`config.mk`:
```
export PLATFORM = sky130hd
export DESIGN_NAME = set_seq
export DESIGN_NICKNAME = d
export VERILOG_FILES = /design/src/rtl/set_seq_pkg.sv /design/src/rtl/set_cmd_fifo.sv /design/src/rtl/set_seq.sv
export SDC_FILE = /design/constraint.sdc
export NUM_CORES = 1
export LEC_CHECK = 0
export CAP_MARGIN = 15
export CORE_ASPECT_RATIO = 1.1
export CORE_MARGIN = 3
export CORE_UTILIZATION = 46
export CTS_CLUSTER_DIAMETER = 150
export DETAILED_ROUTE_END_ITERATION = 8
export PLACE_DENSITY = 0.71
export SLEW_MARGIN = 20
export SYNTH_ARGS = -nofsm -noshare
export SYNTH_HDL_FRONTEND = slang
export SYNTH_SLANG_ARGS = --single-unit
```
`constraint.sdc`:
```
create_clock -name clk_i -period 2.3 [get_ports clk_i]
set_input_delay 0.46 -clock clk_i [delete_from_list [all_inputs] [get_ports clk_i]]
set_output_delay 0.46 -clock clk_i [all_outputs]
set_load 0.005 [all_outputs]
```
`src/rtl/set_seq_pkg.sv`:
```
// Shared definitions for the SET command sequencer: field widths, FSM encoding
// and the packed command entry stored in the command FIFO.
package set_seq_pkg;

  localparam int CENTRAL_SZ = 24;
  localparam int RADIUS_SZ  = 12;
  localparam int MODE_SZ    = 2;
  localparam int CAND_SZ    = 8;
  localparam int TAG_SZ     = 8;
  localparam int ENTRY_W    = CENTRAL_SZ + RADIUS_SZ + MODE_SZ;

  typedef enum logic [1:0] {
    ST_IDLE  = 2'd0,
    ST_ISSUE = 2'd1,
    ST_WAIT  = 2'd2,
    ST_HOLD  = 2'd3
  } seq_state_e;

  // Field order gives the {mode, radius, central} packing of a FIFO entry.
  typedef struct packed {
    logic [MODE_SZ-1:0]    mode;
    logic [RADIUS_SZ-1:0]  radius;
    logic [CENTRAL_SZ-1:0] central;
  } cmd_t;

  function automatic cmd_t pack_cmd(input logic [CENTRAL_SZ-1:0] central,
                                    input logic [RADIUS_SZ-1:0]  radius,
                                    input logic [MODE_SZ-1:0]    mode);
    cmd_t c;
    c.central = central;
    c.radius  = radius;
    c.mode    = mode;
    return c;
  endfunction

endpackage

```
`src/rtl/set_cmd_fifo.sv`:
```
// Synchronous command FIFO with asynchronous active-low reset. DEPTH must be a
// power of two so the read/write pointers wrap naturally.
module set_cmd_fifo #(
  parameter int DEPTH = 4,
  parameter int WIDTH = 38,
  localparam int AW    = $clog2(DEPTH),
  localparam int CNT_W = AW + 1
) (
  input  logic             clk_i,
  input  logic             rst_i,
  input  logic             push_i,
  input  logic [WIDTH-1:0] data_i,
  input  logic             pop_i,
  output logic [WIDTH-1:0] data_o,
  output logic             full_o,
  output logic             empty_o,
  output logic [CNT_W-1:0] count_o
);

  logic [WIDTH-1:0] mem_q [DEPTH];
  logic [AW-1:0]    wr_ptr_q, wr_ptr_d;
  logic [AW-1:0]    rd_ptr_q, rd_ptr_d;
  logic [CNT_W-1:0] count_q, count_d;
  logic             do_push;
  logic             do_pop;

  assign full_o  = (count_q == CNT_W'(DEPTH));
  assign empty_o = (count_q == '0);
  assign count_o = count_q;
  assign data_o  = mem_q[rd_ptr_q];

  // Full blocks a push even when a pop happens in the same cycle.
  assign do_push = push_i && !full_o;
  assign do_pop  = pop_i && !empty_o;

  always_comb begin
    wr_ptr_d = wr_ptr_q;
    rd_ptr_d = rd_ptr_q;
    count_d  = count_q;
    if (do_push) begin
      wr_ptr_d = wr_ptr_q + AW'(1);
    end
    if (do_pop) begin
      rd_ptr_d = rd_ptr_q + AW'(1);
    end
    case ({do_push, do_pop})
      2'b10:   count_d = count_q + CNT_W'(1);
      2'b01:   count_d = count_q - CNT_W'(1);
      default: count_d = count_q;
    endcase
  end

  always_ff @(posedge clk_i or negedge rst_i) begin
    if (!rst_i) begin
      wr_ptr_q <= '0;
      rd_ptr_q <= '0;
      count_q  <= '0;
    end else begin
      wr_ptr_q <= wr_ptr_d;
      rd_ptr_q <= rd_ptr_d;
      count_q  <= count_d;
    end
  end

  // Storage carries no reset; only the pointers and count define validity.
  always_ff @(posedge clk_i) begin
    if (do_push) begin
      mem_q[wr_ptr_q] <= data_i;
    end
  end

endmodule

```
`src/rtl/set_seq.sv`:
```
// Command sequencer in front of the SET core: buffers queries, issues them one
// at a time, and returns tagged results (or a forced error on watchdog expiry).
module set_seq
  import set_seq_pkg::*;
#(
  parameter int DEPTH   = 4,
  parameter int TIMEOUT = 1023,
  parameter int TMO_W   = 10
) (
  input  logic                  clk_i,
  input  logic                  rst_i,
  input  logic                  cmd_valid_i,
  output logic                  cmd_ready_o,
  input  logic [CENTRAL_SZ-1:0] cmd_central_i,
  input  logic [RADIUS_SZ-1:0]  cmd_radius_i,
  input  logic [MODE_SZ-1:0]    cmd_mode_i,
  output logic                  set_en_o,
  output logic [CENTRAL_SZ-1:0] set_central_o,
  output logic [RADIUS_SZ-1:0]  set_radius_o,
  output logic [MODE_SZ-1:0]    set_mode_o,
  input  logic                  set_busy_i,
  input  logic                  set_valid_i,
  input  logic [CAND_SZ-1:0]    set_candidate_i,
  output logic                  res_valid_o,
  input  logic                  res_ready_i,
  output logic [CAND_SZ-1:0]    res_candidate_o,
  output logic [TAG_SZ-1:0]     res_tag_o,
  output logic                  res_err_o,
  output seq_state_e            dbg_state_o,
  output logic [$clog2(DEPTH):0] dbg_count_o
);

  // Handshakes: a transfer happens in a cycle where valid and ready are both 1
  // at the rising clock edge; valid never waits on ready, and once res_valid_o
  // rises the result fields stay frozen until that transfer.

  localparam int CNT_W = $clog2(DEPTH) + 1;

  seq_state_e            state_q, state_d;
  logic                  set_en_q, set_en_d;
  logic [CENTRAL_SZ-1:0] central_q, central_d;
  logic [RADIUS_SZ-1:0]  radius_q, radius_d;
  logic [MODE_SZ-1:0]    mode_q, mode_d;
  logic                  res_valid_q, res_valid_d;
  logic [CAND_SZ-1:0]    res_cand_q, res_cand_d;
  logic [TAG_SZ-1:0]     res_tag_q, res_tag_d;
  logic                  res_err_q, res_err_d;
  logic [TMO_W-1:0]      wdog_q, wdog_d;

  logic                  fifo_full;
  logic                  fifo_empty;
  logic [CNT_W-1:0]      fifo_count;
  logic [ENTRY_W-1:0]    fifo_dout;
  logic                  fifo_pop;
  cmd_t                  head;
  cmd_t                  cmd_in;

  assign cmd_in = pack_cmd(cmd_central_i, cmd_radius_i, cmd_mode_i);
  assign head   = cmd_t'(fifo_dout);

  set_cmd_fifo #(
    .DEPTH (DEPTH),
    .WIDTH (ENTRY_W)
  ) u_fifo (
    .clk_i   (clk_i),
    .rst_i   (rst_i),
    .push_i  (cmd_valid_i),
    .data_i  (cmd_in),
    .pop_i   (fifo_pop),
    .data_o  (fifo_dout),
    .full_o  (fifo_full),
    .empty_o (fifo_empty),
    .count_o (fifo_count)
  );

  assign cmd_ready_o     = !fifo_full;
  assign set_en_o        = set_en_q;
  assign set_central_o   = central_q;
  assign set_radius_o    = radius_q;
  assign set_mode_o      = mode_q;
  assign res_valid_o     = res_valid_q;
  assign res_candidate_o = res_cand_q;
  assign res_tag_o       = res_tag_q;
  assign res_err_o       = res_err_q;
  assign dbg_state_o     = state_q;
  assign dbg_count_o     = fifo_count;

  always_comb begin
    state_d     = state_q;
    fifo_pop    = 1'b0;
    set_en_d    = 1'b0;
    central_d   = central_q;
    radius_d    = radius_q;
    mode_d      = mode_q;
    res_valid_d = res_valid_q;
    res_cand_d  = res_cand_q;
    res_tag_d   = res_tag_q;
    res_err_d   = res_err_q;
    wdog_d      = wdog_q;

    case (state_q)
      ST_IDLE: begin
        // set_en_q is registered, so raising it here makes it high only in ISSUE.
        if (!fifo_empty && !set_busy_i) begin
          fifo_pop  = 1'b1;
          central_d = head.central;
          radius_d  = head.radius;
          mode_d    = head.mode;
          set_en_d  = 1'b1;
          state_d   = ST_ISSUE;
        end
      end
      ST_ISSUE: begin
        wdog_d  = '0;
        state_d = ST_WAIT;
      end
      ST_WAIT: begin
        // Watchdog holds j in the j-th WAIT cycle, so TIMEOUT cycles end at TIMEOUT-1.
        if (set_valid_i) begin
          res_cand_d  = set_candidate_i;
          res_err_d   = 1'b0;
          res_valid_d = 1'b1;
          state_d     = ST_HOLD;
        end else if (wdog_q == TMO_W'(TIMEOUT - 1)) begin
          res_cand_d  = '0;
          res_err_d   = 1'b1;
          res_valid_d = 1'b1;
          state_d     = ST_HOLD;
        end else begin
          wdog_d = wdog_q + TMO_W'(1);
        end
      end
      ST_HOLD: begin
        if (res_ready_i) begin
          res_valid_d = 1'b0;
          res_tag_d   = res_tag_q + TAG_SZ'(1);
          state_d     = ST_IDLE;
        end
      end
      default: begin
        state_d = ST_IDLE;
      end
    endcase
  end

  always_ff @(posedge clk_i or negedge rst_i) begin
    if (!rst_i) begin
      state_q     <= ST_IDLE;
      set_en_q    <= 1'b0;
      central_q   <= '0;
      radius_q    <= '0;
      mode_q      <= '0;
      res_valid_q <= 1'b0;
      res_cand_q  <= '0;
      res_tag_q   <= '0;
      res_err_q   <= 1'b0;
      wdog_q      <= '0;
    end else begin
      state_q     <= state_d;
      set_en_q    <= set_en_d;
      central_q   <= central_d;
      radius_q    <= radius_d;
      mode_q      <= mode_d;
      res_valid_q <= res_valid_d;
      res_cand_q  <= res_cand_d;
      res_tag_q   <= res_tag_d;
      res_err_q   <= res_err_d;
      wdog_q      <= wdog_d;
    end
  end

endmodule

```
[After elaboration in Yosys (flattened, before gate mapping)]
Memory sizes are Yosys's and may differ from the RTL's. A register that Yosys moved wholly into a read port is not among the register bits.
Cells that the tools add are included.
Cells by class
  equality and inequality tests: 12
  muxes and demuxes: 20
  add/subtract/negate cells: 6
  reductions and logical operators: 19
Operator list (number)
  10-bit 2-to-1 mux: 2
  10-bit one-hot mux with 2 select lines: 1
  8-bit 2-to-1 mux: 2
  10-bit by 1-bit adder with 10-bit output (second input constant): 1
  10-bit == test (second input constant): 1
  3-bit AND reduction: 3
  8-bit by 1-bit adder with 8-bit output (second input constant): 1
  1-bit 2-to-1 mux: 8
  2-bit 2-to-1 mux: 4
  2-bit inequality test (second input constant): 4
  2-bit one-hot mux with 4 select lines: 1
  2-bit nonzero test: 4
  2-bit == test (second input constant): 3
  3-bit one-hot mux with 2 select lines: 1
  2-bit AND reduction: 3
  2-bit by 1-bit adder with 2-bit output (second input constant): 2
  2-bit by 1-bit == test with 1-bit output (second input constant): 2
  1-bit logical NOT: 4
  3-bit by 1-bit adder with 3-bit output (second input constant): 1
  3-bit == test (second input constant): 1
  1-bit logical AND: 3
  3-bit logical NOT: 1
  3-bit inequality test (second input constant): 1
  3-bit by 1-bit subtractor with 3-bit output (second input constant): 1
  other kinds (2): 2
Word-level totals
  logic and storage cells: 68
  output and inout port bits: 63
  bits in registers: 38
  input port bits: 52
  memory bits (writable): 152
  memories kept: 1
Memory list
  u_fifo.mem_q: words 4, bits a word 38, read ports 1, clocked after memory_dff 1, wr ports 1, line set_cmd_fifo.sv:20  | logic [WIDTH-1:0] mem_q [DEPTH];

[Logic depth before layout (Yosys ltp)]
  word-level depth: 8
  depth in mapped cells: 10
  depth with buffers taken out: 10

[Hierarchy]
Synthesis repeated with hierarchy kept, for this count alone.
Unflattened totals
  cell total of the unflattened synthesis: 452
  area total of the unflattened synthesis: 8866.0 um^2
By module, submodules not included
  set_cmd_fifo: instances 1, cells each 236, area an instance 5959.5 um^2, seq. area each 4739.5 um^2
  set_seq: instances 1, cells each 216, area an instance 2906.5 um^2, seq. area each 1726.7 um^2

[Least setup slack after synthesis]
No wires, ideal clock.
  kind: reg-to-reg
  from: reg state_q[0], in the netlist dbg_state_o[0]
  to: reg u_fifo.count_q[2], in the netlist u_fifo.count_o[2]
  path buffers: 1
  cell stages (with the launch flop): 11
  library setup time: 0.079 ns
  arrival: 2.154 ns
  setup slack: 0.067 ns
  cells stage by stage: dfrtp_1 inv_1 ha_1 nor3b_2 buf_2 ha_1 inv_1 fa_1 xor2_1 nor2_1 xor2_1
On the way
  word-level cells in the longest chain between the ends: 5
RTL lines
  start: declaration: line set_seq.sv:39  | seq_state_e state_q, state_d;
  start signal: assignment: line set_seq.sv:159  | state_q <= state_d;
  2-bit logical NOT *: line set_seq.sv:101  | case (state_q)
  1-bit 2-to-1 mux *: line set_seq.sv:101
  1-bit logical AND *: line set_cmd_fifo.sv:34  | assign do_pop = pop_i && !empty_o;
  named net u_fifo.do_pop: line set_cmd_fifo.sv:25  | logic do_pop;
  2-bit by 1-bit == test with 1-bit output or 2-bit == test (tied branches): line set_cmd_fifo.sv:46  | case ({do_push, do_pop})
  3-bit one-hot mux with 2 select lines or 2-bit nonzero test (tied branches)
  end signal: assignment: line set_cmd_fifo.sv:61  | count_q <= count_d;
  end: declaration: line set_cmd_fifo.sv:23  | logic [CNT_W-1:0] count_q, count_d;
The timed path passes the listed nets; every way through them passes the cells marked *.
A chain may end at the register's enable or synchronous reset.

[Final worst setup path]
  from: reg u_fifo.count_q[0], in the netlist u_fifo.count_o[0]
  to: out cmd_ready_o
On the way
  word-level cells in the longest chain between the ends: 2
RTL lines
  3-bit == test: line set_cmd_fifo.sv:27  | assign full_o = (count_q == CNT_W'(DEPTH));
  1-bit logical NOT: line set_seq.sv:76  | assign cmd_ready_o = !fifo_full;
  end: declaration: line set_seq.sv:13  | output logic cmd_ready_o,
Every way passes these cells.

==> PnR_summary.wiki <==
{| class="wikitable"
! Metric !! Value
|-
| Result of the run || completed
|-
| Asr flop ratio synth || 0.333
|-
| Most used flip-flop cell after synthesis || sky130_fd_sc_hd__edfxtp_1
|-
| Final setup violation count || 0
|-
| Highest fanout seen on the critical path || 6
|-
| Worst Path Class, Setup || flip-flop to output pin
|-
| Startpoint types || flip-flop
|-
| P_leak || 0.00410 uW
|-
| Register bit count reported by yosys || 228
|-
| Clock tree from TritonCTS || built
|-
| Mapped Nets || 522
|-
| Commonest cells after routing, fill and taps aside || sky130_fd_sc_hd__edfxtp_1, sky130_fd_sc_hd__clkdlybuf4s50_1, sky130_fd_sc_hd__dfrtp_1, sky130_fd_sc_hd__mux2_2, sky130_fd_sc_hd__mux4_2
|-
| Final Hold Fails || 0
|-
| Ant diodes || 0
|-
| Count of cell types in the netlist || 45
|-
| CTS H-tree depth || 1
|-
| Antenna Violating Nets Remaining || 0
|-
| Max stage delay on crit path || 510 ps
|-
| HPWL reported at the end of detailed placement || 10.4 mm
|-
| Pin slew with the least headroom to its limit || 655 ps
|-
| Largest net degree at the start of global routing || 47
|-
| Signal arrival time at the worst endpoint || 1700 ps
|-
| Die Ht || 151 um
|-
| Placed cell count || 812
|-
| Power density normalized to cell area || 1270 nW/um^2
|-
| Slew Limit Headroom || 0.564
|-
| Number of global-route vias before repair || 5045
|-
| Final GP Congestion || 0.792
|-
| IO Port Bufs || 114
|-
| Synthesized area || 8850 sq um
|-
| Wire length of the first global-routing pass || 27.2 mm
|-
| Endpoint of the lowest-slack register-to-register path || u_fifo.count_o[2]$_DFFE_PN0P_
|-
| Warning count from the yosys run || 0
|-
| Sequential fraction of the synthesis area || 0.731
|-
| Via Count || 4600
|-
| Max-cap violations || 0
|-
| Final-report max-slew violation count || 0
|-
| Maximum buffer depth of the clock tree || 3
|-
| Source-to-sink clock delay at the later pin of the worst-skew pair || 510 ps
|-
| Total detailed-routing wirelength || 17.1 mm
|-
| DRC violation total after the first TritonRoute iteration || 188
|-
| Placeable core area || 18700 sq um
|-
| Max frequency || 463 MHz
|-
| Sum of overflow across all layers after global routing || 0
|-
| Leading cell type in the layout, fill and taps excluded || sky130_fd_sc_hd__edfxtp_1
|-
| Initial Util || 0.474
|-
| Post-CTS Setup Repair Bufs || 0
|-
| Smallest hold slack || 477 ps
|-
| Syn Inst Count || 456
|-
| Ordered list of cells on the worst path || inv_1 > nand3_2 > clkdlybuf4s50_1
|-
| Clock period minus final worst setup slack || 2160 ps
|-
| DIE AREA || 20900 sq um
|-
| Critical path's slowest cell || sky130_fd_sc_hd__clkdlybuf4s50_1
|-
| Average wire per cell in the routed design || 20.0 um
|-
| Die X-Extent || 138 um
|-
| Ratio of routed vias to standard cells || 5.37
|-
| Router iterations before antenna repair || 4
|-
| Per-instance average area after synthesis || 19.4 sq um
|-
| Sort of element at the end of the critical path || output pin
|-
| Required arrival time at the worst endpoint || 1840 ps
|-
| Count of boundary I/O pins || 115
|-
| Final critical-path share of the clock period || 0.940
|-
| Type of the most critical hold path || input port to asynchronous set/reset pin
|-
| Reg2Reg Setup Slack || 170 ps
|-
| Aggregate global-route resource usage || 0.166
|-
| Maximum vdd ir drop || 0.894 mV
|-
| Worst clock skew on the final layout || 21.4 ps
|-
| Final Net Count || 662
|-
| DRC Markers || 0
|-
| Row count || 52
|-
| Post-layout instance count excluding filler cells || 857
|-
| Fraction of final layout cells sized beyond drive strength 1 || 0.244
|-
| Antenna violations before repair || 1
|-
| Worst reg2reg path startpoint || u_fifo.count_o[0]$_DFFE_PN0P_
|-
| Clock slew seen by the registers of the worst setup and hold paths || 60 ps
|-
| Number of buffers created by CTS || 24
|-
| Number of clock sinks || 228
|-
| Root Buffer || sky130_fd_sc_hd__clkbuf_16
|-
| Growth of design area from synthesis to finish || 26.6%
|-
| Worst Reg-to-Reg Cells || 10
|-
| Count of flip-flops with a built-in enable after synthesis || 152
|-
| Finished Core Util || 0.600
|}
worst max-delay path by stage:
stage / startpoint / endpoint / slack (ps) / cells past startpoint
final: u_fifo.count_o[0]$_DFFE_PN0P_ / cmd_ready_o / 140 / 3
after global routing: u_fifo.count_o[0]$_DFFE_PN0P_ / u_fifo.count_o[2]$_DFFE_PN0P_ / -5 / 10
after CTS: u_fifo.count_o[0]$_DFFE_PN0P_ / cmd_ready_o / 50 / 3
after detailed placement: set_busy_i / u_fifo.count_o[2]$_DFFE_PN0P_ / -20 / 8
after global placement: set_busy_i / set_central_o[5]$_DFFE_PN0N_ / 30 / 4
after floorplan: dbg_state_o[0]$_DFFE_PN0P_ / u_fifo.count_o[2]$_DFFE_PN0P_ / 70 / 10
Yosys cell counts, types with 5 or more instances:
master                     instances  share of area
sky130_fd_sc_hd__and3_1            6         0.0042
sky130_fd_sc_hd__xnor2_1          10         0.0099
sky130_fd_sc_hd__mux2_2           41          0.052
sky130_fd_sc_hd__nor3_1            8         0.0045
sky130_fd_sc_hd__nand3_1           9         0.0051
sky130_fd_sc_hd__a21o_1            5         0.0042
sky130_fd_sc_hd__mux4_2           38          0.097
sky130_fd_sc_hd__nor2_1            5         0.0021
sky130_fd_sc_hd__inv_1            11         0.0047
sky130_fd_sc_hd__edfxtp_1        152           0.52
sky130_fd_sc_hd__buf_2             9         0.0051
sky130_fd_sc_hd__ha_1             13          0.018
sky130_fd_sc_hd__mux2i_1           5         0.0057
sky130_fd_sc_hd__nand2_1          13         0.0055
sky130_fd_sc_hd__a22o_1            9         0.0089
sky130_fd_sc_hd__dfrtp_1          76           0.21
sky130_fd_sc_hd__clkbuf_1          5         0.0021
power breakdown:
| part | leakage (uW) | switching [uW] | internal [uW] | total [uW] |
|---|---|---|---|---|
| Clock | 0.000371 | 1520 | 2220 | 3740 |
| Sequential | 0.00233 | 601 | 5570 | 6170 |
| Combinational | 0.00140 | 1780 | 2550 | 4340 |
| Total | 0.00410 | 3910 | 10300 | 14200 |
stage by stage:
step	instance area (sq um)	TNS (ps)	worst slack (ps)	total power [uW]
floorplan	8850	0	67.0	8520
global placement	10400	0	27.7	10500
detailed placement	10400	-19.2	-19.2	10600
CTS	11200	0	53.4	14400
global route	11200	-5.15	-5.15	15000
finish	11200	0	139	14200
critical path, delay by kind of cell (launching register included):
family,cells,cell delay [ps]
and+or+nand+nor,1,130
buffers and inverters,2,630
DFF,1,420
layout make-up:
| class | count | area (sq um) |
|---|---|---|
| Clock buffer | 30 | 644 |
| Clock inverter | 14 | 129 |
| Fill cell | 1321 | 7470 |
| Inverter | 11 | 41.3 |
| Multi-Input combinational cell | 200 | 2270 |
| Sequential cell | 228 | 6470 |
| Tap cell | 243 | 304 |
| Timing Repair Buffer | 131 | 1340 |
metal layers:
layer | up-vias | share of wire | track usage
met5 | - | 0.00053 | 0
met4 | 2 | 0.020 | 0.0484
met3 | 31 | 0.056 | 0.0411
met2 | 115 | 0.51 | 0.288
met1 | 2381 | 0.41 | 0.209
li1 | 2071 | - | -
registers in the layout (all words and copies together), names as in the netlist:
| register | cells |
|---|---|
| set_central_o | 24 |
| set_mode_o | 2 |
| u_fifo.wr_ptr_q | 2 |
| res_tag_o | 8 |
| res_candidate_o | 8 |
| u_fifo.rd_ptr_q | 2 |
| dbg_state_o | 2 |
| wdog_q | 10 |
| u_fifo.count_o | 3 |
| set_en_o | 1 |
| u_fifo.mem_q | 152 |
| set_radius_o | 12 |
| res_err_o | 1 |
| res_valid_o | 1 |
repair_timing:
action                     in CTS  in global routing
hold buffers                    1                  0
setup endpoints to repair       0                  2
resized for setup               0                  5
hold endpoints to repair       30                  0
cell families (layout without fill, tap and decap cells):
family                     Yosys count  count (layout)  synth area share
adders and majority gates           14              14            0.0206
muxes                               86              86             0.157
buffers and inverters               28             186            0.0148
and+or+nand+nor                     58              58            0.0362
DFF                                228             228             0.731
AOI/OAI and AO/OA                   29              29            0.0278
xor gates and xnor gates            13              13            0.0129
(Power assumes the default switching activity.)
